[src/rtl/nios_ii_nios2_qsys_0_oci_dct_ctrl.sv]
`default_nettype none
// ============================================================================
// Module      : nios_ii_nios2_qsys_0_oci_dct_ctrl
// Description : OCI debug capture trace sequencer; packs trace atoms into
//               frames, hands them downstream and sequences end-of-test.
// Revision    : 1.0
// ============================================================================
module nios_ii_nios2_qsys_0_oci_dct_ctrl #(
    parameter int ATOM_W = 2,
    parameter int ATOMS  = 15,
    parameter int CNT_W  = 4,
    parameter int DROP_W = 8
) (
    input  logic                      clk,
    input  logic                      reset,
    input  logic                      atom_valid,
    input  logic [ATOM_W-1:0]         atom,
    output logic                      atom_ready,
    input  logic                      flush,
    input  logic                      test_ending,
    output logic                      frame_valid,
    output logic [ATOM_W*ATOMS-1:0]   frame_data,
    output logic [CNT_W-1:0]          frame_count,
    input  logic                      frame_ready,
    output logic [ATOM_W*ATOMS-1:0]   dct_buffer,
    output logic [CNT_W-1:0]          dct_count,
    output logic [DROP_W-1:0]         drop_count,
    input  logic                      drop_clr,
    output logic                      test_has_ended
);

    localparam int               c_buf_w = ATOM_W * ATOMS;
    localparam logic [CNT_W-1:0] c_full  = CNT_W'(ATOMS);

    typedef enum logic [1:0] {
        ST_RUN       = 2'd0,
        ST_FLUSH_END = 2'd1,
        ST_DRAIN     = 2'd2,
        ST_ENDED     = 2'd3
    } state_t;

    state_t               state_q, state_d;
    logic [c_buf_w-1:0]   buf_q, buf_d;
    logic [CNT_W-1:0]     cnt_q, cnt_d;
    logic                 frame_valid_q, frame_valid_d;
    logic [c_buf_w-1:0]   frame_data_q, frame_data_d;
    logic [CNT_W-1:0]     frame_count_q, frame_count_d;
    logic [DROP_W-1:0]    drop_q, drop_d;
    logic                 flush_pend_q, flush_pend_d;
    logic                 ended_q, ended_d;

    logic w_ofree;
    logic w_ending;
    logic w_full;
    logic w_atom_ready;
    logic w_accept;
    logic w_flush_req;
    logic w_xfer;

    always_comb begin
        w_ofree      = !frame_valid_q | frame_ready;
        w_ending     = (state_q != ST_RUN);
        w_full       = (cnt_q == c_full);
        w_atom_ready = !(w_full & !w_ofree) & !w_ending;
        w_accept     = atom_valid & w_atom_ready;
        // FLUSH_END behaves as a flush held high until the buffer empties.
        w_flush_req  = (flush & (state_q == ST_RUN)) | flush_pend_q |
                       (state_q == ST_FLUSH_END);
        w_xfer       = w_ofree & (w_full | (w_flush_req & (cnt_q != '0)));
    end

    always_comb begin
        buf_d = buf_q;
        cnt_d = cnt_q;
        if (w_xfer) begin
            buf_d = '0;
            cnt_d = '0;
        end
        // An atom arriving with a transfer starts the freshly cleared buffer.
        if (w_accept) begin
            if (w_xfer) begin
                buf_d              = '0;
                buf_d[ATOM_W-1:0]  = atom;
                cnt_d              = CNT_W'(1);
            end else begin
                buf_d = {buf_q[c_buf_w-ATOM_W-1:0], atom};
                cnt_d = cnt_q + CNT_W'(1);
            end
        end
    end

    always_comb begin
        frame_valid_d = frame_valid_q;
        frame_data_d  = frame_data_q;
        frame_count_d = frame_count_q;
        if (w_xfer) begin
            frame_valid_d = 1'b1;
            frame_data_d  = buf_q;
            frame_count_d = cnt_q;
        end else if (frame_valid_q & frame_ready) begin
            frame_valid_d = 1'b0;
        end
    end

    always_comb begin
        drop_d = drop_q;
        if (drop_clr) begin
            drop_d = '0;
        end else if (atom_valid & !w_atom_ready & !w_ending & (drop_q != '1)) begin
            drop_d = drop_q + DROP_W'(1);
        end
    end

    always_comb begin
        flush_pend_d = ((flush & (state_q == ST_RUN)) | flush_pend_q) &
                       !w_xfer & (cnt_q != '0);
    end

    // Transitions look at next-cycle occupancy so an idle end-of-test
    // completes without an extra bubble.
    always_comb begin
        state_d = state_q;
        case (state_q)
            ST_RUN: begin
                if (test_ending) state_d = ST_FLUSH_END;
            end
            ST_FLUSH_END: begin
                if (cnt_d == '0) state_d = frame_valid_d ? ST_DRAIN : ST_ENDED;
            end
            ST_DRAIN: begin
                if (!frame_valid_d) state_d = ST_ENDED;
            end
            ST_ENDED: begin
                state_d = ST_ENDED;
            end
            default: begin
                state_d = ST_RUN;
            end
        endcase
        ended_d = (state_d == ST_ENDED);
    end

    always_ff @(posedge clk or posedge reset) begin
        if (reset) begin
            state_q       <= ST_RUN;
            buf_q         <= '0;
            cnt_q         <= '0;
            frame_valid_q <= 1'b0;
            frame_data_q  <= '0;
            frame_count_q <= '0;
            drop_q        <= '0;
            flush_pend_q  <= 1'b0;
            ended_q       <= 1'b0;
        end else begin
            state_q       <= state_d;
            buf_q         <= buf_d;
            cnt_q         <= cnt_d;
            frame_valid_q <= frame_valid_d;
            frame_data_q  <= frame_data_d;
            frame_count_q <= frame_count_d;
            drop_q        <= drop_d;
            flush_pend_q  <= flush_pend_d;
            ended_q       <= ended_d;
        end
    end

    assign atom_ready     = w_atom_ready;
    assign frame_valid    = frame_valid_q;
    assign frame_data     = frame_data_q;
    assign frame_count    = frame_count_q;
    assign dct_buffer     = buf_q;
    assign dct_count      = cnt_q;
    assign drop_count     = drop_q;
    assign test_has_ended = ended_q;

endmodule
`default_nettype wire

[config.mk]
export PLATFORM = sky130hd
export DESIGN_NAME = nios_ii_nios2_qsys_0_oci_dct_ctrl
export DESIGN_NICKNAME = d
export VERILOG_FILES = /design/src/rtl/nios_ii_nios2_qsys_0_oci_dct_ctrl.sv
export SDC_FILE = /design/constraint.sdc
export NUM_CORES = 1
export LEC_CHECK = 0
export BUFFER_PORTS_ARGS = -buffer_cell sky130_fd_sc_hd__buf_2
export CAP_MARGIN = 25
export CELL_PAD_IN_SITES_DETAIL_PLACEMENT = 1
export CELL_PAD_IN_SITES_GLOBAL_PLACEMENT = 2
export CORE_MARGIN = 1
export CORE_UTILIZATION = 33
export CTS_CLUSTER_SIZE = 30
export DETAILED_ROUTE_END_ITERATION = 12
export GPL_ROUTABILITY_DRIVEN = 0
export PLACE_DENSITY_LB_ADDON = 0.1
export SKIP_CTS_REPAIR_TIMING = 1
export SYNTH_ARGS = -nofsm -noshare
export SYNTH_HDL_FRONTEND = slang
export SYNTH_SLANG_ARGS = --single-unit
[constraint.sdc]
create_clock -name clk -period 3.6 [get_ports clk]
set_clock_uncertainty 0.2 [all_clocks]
set_input_delay 1.08 -clock clk [delete_from_list [all_inputs] [get_ports clk]]
set_output_delay 1.08 -clock clk [all_outputs]
set_load 0.02 [all_outputs]
-- Word-level counts from Yosys, hierarchy flattened
Index checks and enable logic that the tools add are counted.
W data, S select, Z words.
- flip-flop bits (word level): 81
- input port bits: 9
- output and inout port bits: 79
- logic and storage cells: 60
- $add $sub $neg: 2
- equal/unequal tests: 6
- multiplexer cells: 15
- bitwise logic cells: 16
- reduce and logical (&&, ||, !) cells: 12
- operator list (operator ; number):
    $mux W30 ; 3
    $mux W8 ; 2
    $and A1 B1 Y1 ; 12
    $mux W4 ; 3
    $add A8 B1 Y8 const B ; 1
    $ne A8 B8 Y1 const B ; 1
    $pmux W2 S4 ; 1
    $eq A2 B2 Y1 const B ; 3
    $logic_not A1 Y1 ; 6
    $mux W2 ; 3
    $reduce_bool A2 Y1 ; 3
    $add A4 B1 Y4 const B ; 1
    $eq A4 B4 Y1 const B ; 1
    $logic_not A4 Y1 ; 1
    $or A1 B1 Y1 ; 4
    $reduce_bool A4 Y1 ; 1
    $mux W1 ; 3
    $eq A2 B1 Y1 const B ; 1
    $logic_not A2 Y1 ; 1

-- Depth between registers and ports, before layout
- depth after elaboration: 13
- depth in mapped cells: 8
- gate-level depth less buffers: 7

-- Least setup slack after synthesis
Ideal clock, no wire load.
- path type: input to output
- from: input frame_ready
- to: output atom_ready
- arrival time: 1664 ps
- data required time: 2320 ps
- setup slack: 656 ps
- stages: 2
- buffers on the path: 0
- cells stage by stage: and4b_1 > a21oi_1
- cells in the longest elaborated chain, start to end: 5
- RTL lines (what ; RTL line ; source):
    start: declaration ; 24 ; input logic frame_ready,
    $or A1 B1 Y1 ; 61 ; w_ofree = !frame_valid_q | frame_ready;
    $logic_not A1 Y1 ; 64 ; w_atom_ready = !(w_full & !w_ofree) & !w_ending;
    $and A1 B1 Y1 ; 64 ;
    $logic_not A1 Y1 ; 64 ;
    $and A1 B1 Y1 ; 64 ;
    end: declaration ; 18 ; output logic atom_ready,
Every way passes these cells.

-- Worst setup path in the final report
Same ends and word-level chain as after synthesis.

==> results.py <==
metrics = {
    "status": {
        "status": "finished clean",
    },
    "placement": {
        "port-buffer-count": 87,
        "place_inst": 521,
        "place.detailed.hpwl_um": 5180,
    },
    "cts": {
        "h-tree-depth": 3,
        "sinks_on_clock_net": 81,
        "cts-root-buf": "sky130_fd_sc_hd__clkbuf_8",
        "cts_inserted_buffers": 9,
        "cts_tree": "built",
        "worst_skew_pair.late_latency_ps": 350,
        "clk_pin_slew_worst_paths_ps": 80,
        "cts_buffer_depth": 2,
    },
    "global_route": {
        "grt_pass1_vias": 2646,
        "grt_pass1_wl_um": 13600,
        "globalRoute.totalOverflow": 0,
        "antenna_violations_before_repair": 0,
        "grt_use_total_pct": 15.8,
        "grt_max_degree": 69,
    },
    "synth": {
        "synth.ff_latch_count": 81,
        "synth-async-reset-ratio_pct": 100,
        "synthesis.area_per_instance_um2": 11.0,
        "synth_sequential_area_ratio_pct": 58.9,
        "synth-edff-count": 0,
        "synthesis.instances": 314,
        "post_synth_num_cell_types": 40,
        "yosys_synthesis_warning_count": 0,
        "most_used_flip_flop_cell_after_synthesis": "sky130_fd_sc_hd__dfrtp_1",
        "netlist_area_mm2": 0.00344,
        "synth.net_count": 326,
    },
    "layout": {
        "layoutNonFillerInstCount": 537,
        "layout-drive-gt1-share_pct": 35.6,
        "antenna-diode-count": 0,
        "layout.filler_cells": 1133,
        "finalNetCount": 411,
        "flow.area_growth_from_synthesis_pct": 22.1,
    },
    "power": {
        "share_of_power_burned_in_the_clock_network_pct": 37.2,
        "comb_power_share_pct": 9.9,
        "intPower_mw": 1.33,
        "finalPower_mw": 1.84,
        "p_leak_nw": 2.15,
        "switching_share_pct": 27.5,
        "power.sequential.fraction_pct": 52.8,
        "power_switching_uw": 506,
        "power_per_unit_of_standard_cell_area_mw_per_mm2": 437,
        "vdd.ir_drop.worst_v": 0.000233,
    },
    "timing": {
        "tightestPinTransition_ps": 880,
        "max_freq_ghz": 0.326,
        "finalMaxSlewViolations": 0,
        "final_min_period_over_clock_period_pct": 85.2,
        "finalSetupViolations": 0,
        "timing.max_slew.rel_slack_pct": 41.3,
        "final.min_clock_period_ps": 3070,
        "unrepaired_setup_endpoints_after_global_routing": "no",
        "final_hold_vios": 0,
        "final.setup.tns_ps": 0,
    },
    "min_path": {
        "hold_path_class": "reg -> reg",
    },
    "floorplanning": {
        "dieWidth_um": 104,
        "ioPinCount": 88,
        "core.rowCount": 36,
        "core_mm2": 0.00995,
        "die_area_mm2": 0.0108,
        "fp.dieH_um": 104,
        "initial_util_pct": 34.6,
    },
    "setup_path": {
        "data_arrival_time_at_the_worst_slack_endpoint_ps": 1790,
        "startpoint_type": "primary input",
        "timing.critical_path.to_type": "output port",
        "critPathRequiredTime_ps": 2320,
        "timing.critical_path.fanout_max": 4,
        "timing_worst_setup_path_type": "in -> out",
    },
    "detailed_routing": {
        "wl_per_cell_um": 14.6,
        "initialDrtViolationCount": 82,
        "detailed_route_drc_error_count": 0,
        "antenna_left": 0,
        "via_count": 2580,
        "drt_pre_antenna_iters": 4,
        "post_drt_via_cell_ratio": 4.80,
        "wl_um": 7860,
    },
    "job": {
        "max_cap_violations": 0,
    },
}
==> through the flow <==
| stage | setup WS [ps] | instance area [um2] | util [%] | hold WS, ps |
|---|---|---|---|---|
| floorplan | 240 | 3440 | - | 301 |
| detailed placement | 527 | 4000 | 40.2 | 269 |
| global placement | 563 | 4000 | 40.2 | 264 |
| CTS | 527 | 4200 | 42.2 | 290 |
| finish | 532 | 4200 | 42.2 | 287 |
| global route | 479 | 4200 | 42.2 | 317 |
==> synth_stat cells (all sizes together), types with 2 or more instances <==
library cell / instances / area [um2]
nand2: 68 / 255
a31oi: 2 / 12.5
xor2: 2 / 17.5
nand2b: 4 / 25.0
o22ai: 3 / 25.0
mux2: 33 / 372
nor4: 3 / 18.8
xnor2: 8 / 70.1
clkbuf: 6 / 22.5
nor3b: 2 / 26.3
inv: 4 / 15.0
dfrtp: 81 / 2030
o21ai: 5 / 25.0
nor3: 4 / 20.0
nand3: 5 / 25.0
buf: 12 / 70.1
ha: 3 / 37.5
nor2: 18 / 67.6
a21oi: 35 / 175
==> final cells by class <==
| type | count | area, um2 | area share [%] |
|---|---|---|---|
| clock inverter | 7 | 77.6 | 1.85 |
| clock buffer | 9 | 124 | 2.95 |
| inverter | 4 | 16.3 | 0.387 |
| sequential | 81 | 2030 | 48.2 |
| timing repair buffer | 92 | 473 | 11.3 |
| multi-input combinational | 211 | 1320 | 31.4 |
| tap | 133 | 166 | 3.96 |
==> registers in the layout, summed over array words and instances (netlist names) <==
signal and count:
dct_buffer 30, dct_count 4, drop_count 8, flush_pend_q 1, frame_count 4, frame_data 30, frame_valid 1, state_q 2
test_has_ended 1
==> path summary, 6_finish.rpt <==
kind / from / end / slack (ps) / cells after the start
min in group asynchronous: reset / dct_buffer[11]$_DFFE_PP0P_ / 630 / 2
setup reg to reg: dct_count[1]$_DFF_PP0_ / frame_data[28]$_DFFE_PP0P_ / 1010 / 6
max in group asynchronous: reset / dct_buffer[24]$_DFFE_PP0P_ / 1810 / 3
hold / removal: frame_data[21]$_DFFE_PP0P_ / frame_data[21]$_DFFE_PP0P_ / 290 / 1
setup / recovery: frame_ready / atom_ready / 530 / 4
hold reg to reg: frame_data[21]$_DFFE_PP0P_ / frame_data[21]$_DFFE_PP0P_ / 290 / 1
==> power by group through the flow <==
| stage | combinational (mW) | clock [mW] | sequential, mW |
|---|---|---|---|
| after detailed placement | 0.186 | 0 | 0.989 |
| after CTS | 0.186 | 0.715 | 0.972 |
| after floorplan | 0.0896 | 0 | 1.02 |
| after global routing | 0.206 | 0.754 | 0.979 |
| final | 0.183 | 0.684 | 0.971 |
| after global placement | 0.183 | 0 | 0.988 |
==> cell families after synthesis <==
family,synth area share [%]
buffers and inverters,3.13
flip-flops,58.9
AO/OA/AOI/OAI,9.23
AND/OR/NAND/NOR,13.7
adder cells (fa/ha/maj),1.38
multiplexers,11.1
XOR/XNOR,2.54
==> routing by layer <==
| layer | up-vias | wire length (um) | global-route usage [%] | part of all wire (%) |
|---|---|---|---|---|
| met2 | 58 | 3480 | 22.9 | 44 |
| met4 | 0 | 106 | 6.22 | 1.3 |
| met1 | 1273 | 3930 | 22.2 | 50 |
| met5 | - | 0 | 0 | 0 |
| li1 | 1239 | - | - | - |
| met3 | 10 | 340 | 4.57 | 4.3 |
==> cell usage in the layout (no fill, tap or decap), types with 4 or more instances in the layout <==
cell / n
sky130_fd_sc_hd__a21oi_1: 35
sky130_fd_sc_hd__clkbuf_8: 9
sky130_fd_sc_hd__nand3_1: 5
sky130_fd_sc_hd__buf_2: 87
sky130_fd_sc_hd__mux2_2: 29
sky130_fd_sc_hd__nand2_1: 68
sky130_fd_sc_hd__buf_4: 5
sky130_fd_sc_hd__nor3_1: 4
sky130_fd_sc_hd__mux2_1: 4
sky130_fd_sc_hd__dfrtp_1: 81
sky130_fd_sc_hd__nand2b_1: 4
sky130_fd_sc_hd__nor2_1: 18
sky130_fd_sc_hd__o21ai_0: 5
sky130_fd_sc_hd__xnor2_1: 8
==> critical path, cell delays in order <==
cell and delay [ps]:
sky130_fd_sc_hd__buf_2 110, sky130_fd_sc_hd__and4b_1 330, sky130_fd_sc_hd__a21oi_1 90, sky130_fd_sc_hd__buf_2 180
No activity file was read; power rests on OpenSTA's default activity.
